===== config.mk =====
export PLATFORM = sky130hd
export DESIGN_NAME = aespim_seq_ctrl
export DESIGN_NICKNAME = d
export VERILOG_FILES = /design/src/rtl/aespim_pkg.sv /design/src/rtl/aespim_seq_ctrl.sv
export SDC_FILE = /design/constraint.sdc
export NUM_CORES = 1
export LEC_CHECK = 0
export ABC_CLOCK_PERIOD_IN_PS = 2300
export BUFFER_PORTS_ARGS = -buffer_cell sky130_fd_sc_hd__buf_2
export CAP_MARGIN = 20
export CORE_AREA = 5 5 214 216
export CTS_BUF_LIST = sky130_fd_sc_hd__clkbuf_8 sky130_fd_sc_hd__clkbuf_16
export DETAILED_ROUTE_END_ITERATION = 7
export DIE_AREA = 0 0 219 221
export GPL_ROUTABILITY_DRIVEN = 0
export HOLD_SLACK_MARGIN = 0.08
export PLACE_DENSITY_LB_ADDON = 0.3
export SLEW_MARGIN = 25
export SYNTH_ARGS = -nofsm -noshare
export SYNTH_HDL_FRONTEND = slang
export SYNTH_SLANG_ARGS = --single-unit

===== constraint.sdc =====
create_clock -name clk_i -period 2.3 [get_ports clk_i]
set_input_delay 0.23 -clock clk_i [delete_from_list [all_inputs] [get_ports clk_i]]
set_output_delay 0.23 -clock clk_i [all_outputs]
set_load 0.05 [all_outputs]

===== src/rtl/aespim_pkg.sv =====
// Shared opcodes, state encoding and sizing for the AES-128 sequencer.
// Imported by aespim_seq_ctrl.
package aespim_pkg;

    localparam int NR_DEFAULT = 10;
    localparam int NUM_WORDS  = 4;
    localparam int KEY_WORDS  = 4 * (NR_DEFAULT + 1);

    localparam logic [5:0] OP_LD   = 6'b000000;
    localparam logic [5:0] OP_ST   = 6'b000001;
    localparam logic [5:0] OP_ENCF = 6'b000110;

    function automatic logic [5:0] op_enci(input logic [1:0] w);
        return {1'b0, w, 3'b100};
    endfunction

    function automatic logic [5:0] op_encm(input logic [1:0] w);
        return {1'b0, w, 3'b101};
    endfunction

    typedef enum logic [2:0] {
        IDLE  = 3'd0,
        LOAD  = 3'd1,
        INIT  = 3'd2,
        MID   = 3'd3,
        FINAL = 3'd4,
        STORE = 3'd5,
        DONE  = 3'd6
    } aespim_seq_state_e;

endpackage


===== src/rtl/aespim_seq_ctrl.sv =====
// Steps one aespim_accelerator through a full AES-128 block encryption,
// one op per cycle, with round keys prefetched from a synchronous RAM.
module aespim_seq_ctrl
    import aespim_pkg::*;
#(
    parameter int NR     = 10,
    parameter int KEY_AW = 6
) (
    input  logic              clk_i,
    input  logic              rst_ni,
    input  logic              req_valid_i,
    output logic              req_ready_o,
    input  logic [127:0]      pt_i,
    output logic              res_valid_o,
    input  logic              res_ready_i,
    output logic [127:0]      res_o,
    output logic              busy_o,
    output logic [KEY_AW-1:0] key_addr_o,
    input  logic [31:0]       key_rdata_i,
    output logic              acc_start_o,
    output logic [5:0]        acc_op_o,
    output logic [31:0]       acc_data_o,
    input  logic [31:0]       acc_data_i
);

    aespim_seq_state_e state_q, state_d;
    logic [1:0]        w_q, w_d;
    logic [3:0]        r_q, r_d;
    logic [127:0]      pt_q, pt_d;
    logic [127:0]      res_q, res_d;
    logic [KEY_AW-1:0] kaddr_q, kaddr_d;
    logic              cap_vld_q, cap_vld_d;
    logic [1:0]        cap_idx_q, cap_idx_d;
    logic [5:0]        op_q;
    logic [31:0]       data_q;

    assign req_ready_o = (state_q == IDLE);
    assign busy_o      = (state_q != IDLE);
    assign res_valid_o = (state_q == DONE) && !cap_vld_q;
    assign res_o       = res_q;
    assign key_addr_o  = kaddr_q;

    always_comb begin
        state_d     = state_q;
        w_d         = w_q;
        r_d         = r_q;
        pt_d        = pt_q;
        res_d       = res_q;
        kaddr_d     = kaddr_q;
        cap_vld_d   = 1'b0;
        cap_idx_d   = cap_idx_q;
        acc_start_o = 1'b0;
        acc_op_o    = op_q;
        acc_data_o  = data_q;

        // ST data returns one cycle after issue
        if (cap_vld_q) begin
            res_d[{cap_idx_q, 5'b0} +: 32] = acc_data_i;
        end

        unique case (state_q)
            IDLE: begin
                if (req_valid_i) begin
                    pt_d    = pt_i;
                    w_d     = 2'd0;
                    r_d     = 4'd0;
                    kaddr_d = '0;
                    state_d = LOAD;
                end
            end
            LOAD: begin
                acc_start_o = 1'b1;
                acc_op_o    = OP_LD;
                acc_data_o  = pt_q[{w_q, 5'b0} +: 32];
                w_d         = w_q + 2'd1;
                if (w_q == 2'd3) begin
                    kaddr_d = kaddr_q + KEY_AW'(1);
                    state_d = INIT;
                end
            end
            INIT: begin
                acc_start_o = 1'b1;
                acc_op_o    = op_enci(w_q);
                acc_data_o  = key_rdata_i;
                w_d         = w_q + 2'd1;
                kaddr_d     = kaddr_q + KEY_AW'(1);
                if (w_q == 2'd3) begin
                    r_d     = 4'd1;
                    state_d = MID;
                end
            end
            MID: begin
                acc_start_o = 1'b1;
                acc_op_o    = op_encm(w_q);
                acc_data_o  = key_rdata_i;
                w_d         = w_q + 2'd1;
                kaddr_d     = kaddr_q + KEY_AW'(1);
                if (w_q == 2'd3) begin
                    if (r_q == 4'(NR - 1)) begin
                        r_d     = 4'd0;
                        state_d = FINAL;
                    end else begin
                        r_d = r_q + 4'd1;
                    end
                end
            end
            FINAL: begin
                acc_start_o = 1'b1;
                acc_op_o    = OP_ENCF;
                acc_data_o  = key_rdata_i;
                w_d         = w_q + 2'd1;
                // last key address is already out by w=2
                if (w_q < 2'd2) begin
                    kaddr_d = kaddr_q + KEY_AW'(1);
                end
                if (w_q == 2'd3) begin
                    state_d = STORE;
                end
            end
            STORE: begin
                acc_start_o = 1'b1;
                acc_op_o    = OP_ST;
                acc_data_o  = 32'd0;
                w_d         = w_q + 2'd1;
                cap_vld_d   = 1'b1;
                cap_idx_d   = w_q;
                if (w_q == 2'd3) begin
                    state_d = DONE;
                end
            end
            DONE: begin
                if (res_valid_o && res_ready_i) begin
                    state_d = IDLE;
                end
            end
            default: begin
                state_d = IDLE;
            end
        endcase
    end

    always_ff @(posedge clk_i) begin
        if (!rst_ni) begin
            state_q   <= IDLE;
            w_q       <= 2'd0;
            r_q       <= 4'd0;
            pt_q      <= '0;
            res_q     <= '0;
            kaddr_q   <= '0;
            cap_vld_q <= 1'b0;
            cap_idx_q <= 2'd0;
            op_q      <= 6'd0;
            data_q    <= 32'd0;
        end else begin
            state_q   <= state_d;
            w_q       <= w_d;
            r_q       <= r_d;
            pt_q      <= pt_d;
            res_q     <= res_d;
            kaddr_q   <= kaddr_d;
            cap_vld_q <= cap_vld_d;
            cap_idx_q <= cap_idx_d;
            op_q      <= acc_op_o;
            data_q    <= acc_data_o;
        end
    end

endmodule


==> reports/results.ini <==
[clocking]
clockRootBuffer = clkbuf_16
clock_path_buffers = 3
clk_pin_slew_ns = 0.06
cts_tree = done
cts_buffers = 38
insertion_delay_ns = 0.54
cts_sinks = 312
htreeDepth = 2

[routing]
drtAntennaViolNets = 0
avgRoutedWirePerCell_um = 19.36
via_count = 13000
drc = 0
dr.pass1.iters = 8
drtIter0Drc = 1069
routed_wl_um = 49660
vias_per_cell = 5.068

[final_layout]
final_area_um2 = 19110
synthToLayoutAreaGrowth_pct = 47.27
nNetsFinal = 2152
drive_gt1_share_pct = 29.76
final_util_pct = 43.70

[grt]
grt_antenna_before_repair = 6
first_global_vias = 13070
grt_pass1_wl_um = 76200
grt_max_degree = 116
grt_overflow = 0
track_usage_pct = 19.76

[setup_path]
worst_setup_path_end_kind = output port
critPathSlowestCell = mux4_2
start_kind = register
crit_fanout = 10
worstPathRequired_ns = 2.07
slowest_delay_ns = 0.61
crit_type = reg -> out
crit_path_cell_trace = buf_12, mux4_2, mux2i_1, o21ai_1, buf_6
critPathArrivalTime_ns = 2.24

[timing]
fmax_ghz = 0.4041
period_share_pct = 107.6
skew_ns = 0.01641
relSlewSlack_pct = 55.88
rsz0062_at_grt = true
tightest_slew_ns = 0.6618
slew_violations = 0
setup_slack_ns = -0.1749
final.setup.tns_ns = -3.395
min_period_ns = 2.475
finalSetupViolations = 32
hold_viol_final = 0

[worst_hold_path]
hp-class = in -> reg

[yosys]
synthesis.nets = 1638
synth-seq-cells = 312
synthesis.area_um2 = 12980
syn_inst = 1430
yosysWarnings = 0
ys.flop_type = dfxtp_1
synth.yosys.seq_area_share_pct = 48.13
synth_edf_count = 0
synth_area_per_cell_um2 = 9.075
yosysUniqueCellTypes = 55
async_flop_share_pct = 0

[power]
p_leak_nw = 7.958
p_per_area_nw_per_um2 = 1022
peakVddDrop_mv = 0.6185

[die]
die_w_um = 219
fp.coreArea_um2 = 43740
num_io_pins = 372
die_h_um = 221
die_area_um2 = 48400
initial_core_util_pct = 29.67
num_rows = 77

[job]
drv_cap = 0

[outcome]
status = finished with violations
violations = negative setup slack

[placed_design]
place_area_um2 = 15500
portBuffers = 371
place_ws_ns = 0.08494
dp_hpwl_um = 32240

synthesized netlist by cell type, types with 4 or more instances:
cell | count | area share [%]
a21oi_1 | 136 | 5.2
dfxtp_1 | 312 | 48
nand2b_1 | 4 | 0.19
nor2_1 | 139 | 4.0
inv_1 | 11 | 0.32
mux2i_1 | 37 | 2.9
ha_1 | 12 | 1.2
mux4_2 | 32 | 5.6
a22oi_1 | 128 | 7.4
nand2_1 | 279 | 8.1
nor3_1 | 5 | 0.19
o21ai_0 | 9 | 0.35
nor3b_1 | 5 | 0.29
nor2b_1 | 5 | 0.24
buf_6 | 20 | 1.7
o21ai_1 | 30 | 1.2
nand3_1 | 11 | 0.42
buf_1 | 7 | 0.20
and2_1 | 71 | 3.4
buf_2 | 36 | 1.4
a32o_1 | 4 | 0.31
a222oi_1 | 32 | 2.5
clkbuf_1 | 56 | 1.6
routing by layer:
metal	GRT usage [%]	up-vias	share of wire, %
li1	-	6086	-
met1	25.23	6285	42
met2	32.38	498	48
met3	4.552	128	6.5
met4	7.820	2	3.8
met5	0	-	0.026
layout make-up:
class                      instances  area [µm²]
antenna                            4       10.01
clock buffer                      42        1006
clock inverter                    23       187.7
fill                            4327       24630
inverter                          12       55.05
multi-input combinational        983        6231
sequential                       312        6265
tap                              592       740.7
timing repair buffer             597        4617
critical path, delay by kind of cell (launching register included):
family,cells,cell delay [ns]
AO/OA/AOI/OAI,1,0.11
buffers and inverters,2,0.34
flip-flops,1,0.41
multiplexers,2,0.82
cells in the final DEF (no fill, tap or decap), types with 16 or more instances in the layout:
master         Yosys  final
buf_2             36    331
dfxtp_1          312    307
nand2_1          279    278
dlygate4sd3_1      0    163
nor2_1           139    138
a21oi_1          136    135
a22oi_1          128    128
and2_1            71     70
clkbuf_16          0     40
buf_6             20     36
buf_4              3     35
mux4_2            32     32
a222oi_1          32     32
mux2i_1           37     31
o21ai_2            0     25
buf_12             1     23
inv_1             11     16
metrics by stage:
stage               power (mW)  hold slack [ns]  cells
detailed placement       12.55           0.4451   2306
CTS                      19.46          0.08037   2556
floorplan                10.75           0.3660   1430
global placement         12.49           0.4407   2306
global route             20.50          0.08278   2565
finish                   19.54          0.08811   2565
power by group:
part           leakage [nW]  total [mW]  internal [mW]  switching (mW)
clock                 0.615        5.76           3.37            2.38
combinational          4.80        7.35           2.96            4.39
sequential             2.54        6.43           6.03           0.395
total                  7.96        19.5           12.4            7.17
sequential cells by signal, summed over array words and instances (netlist names):
name / flops
pt_q: 128
w_q: 2
op_q: 6
cap_idx_q: 2
state_q: 3
cap_vld_q: 1
r_q: 4
res_o: 128
key_addr_o: 6
data_q: 32
what timing repair did:
item                                    4_1_cts  5_1_grt
endpoints found under the setup margin       41       38
gates resized for setup                     115       24
setup buffers                                19        4
hold endpoints to repair                    263        0
pin swaps                                     4        4
hold buffers                                163        0
gates cloned                                  3        2
path summary, 6_finish.rpt:
check | from | endpoint | slack, ns | cells after the start
worst max-delay path | w_q[1] | acc_data_o[12] | -0.17 | 5
worst max register to register | state_q[2] | pt_q[122] | 0.21 | 8
worst min-delay path | key_rdata_i[19] | data_q[19] | 0.09 | 4
worst min register to register | pt_q[101] | pt_q[101] | 0.45 | 2
kinds of logic after synthesis:
logic type | after synthesis | synth area share [%]
muxes | 69 | 8.407
buffers and inverters | 135 | 5.621
and+or+nand+nor | 540 | 18.27
DFF | 312 | 48.13
xor gates and xnor gates | 2 | 0.1350
adders and majority gates | 12 | 1.157
AOI/OAI and AO/OA | 360 | 18.28
(Power assumes the default switching activity.)
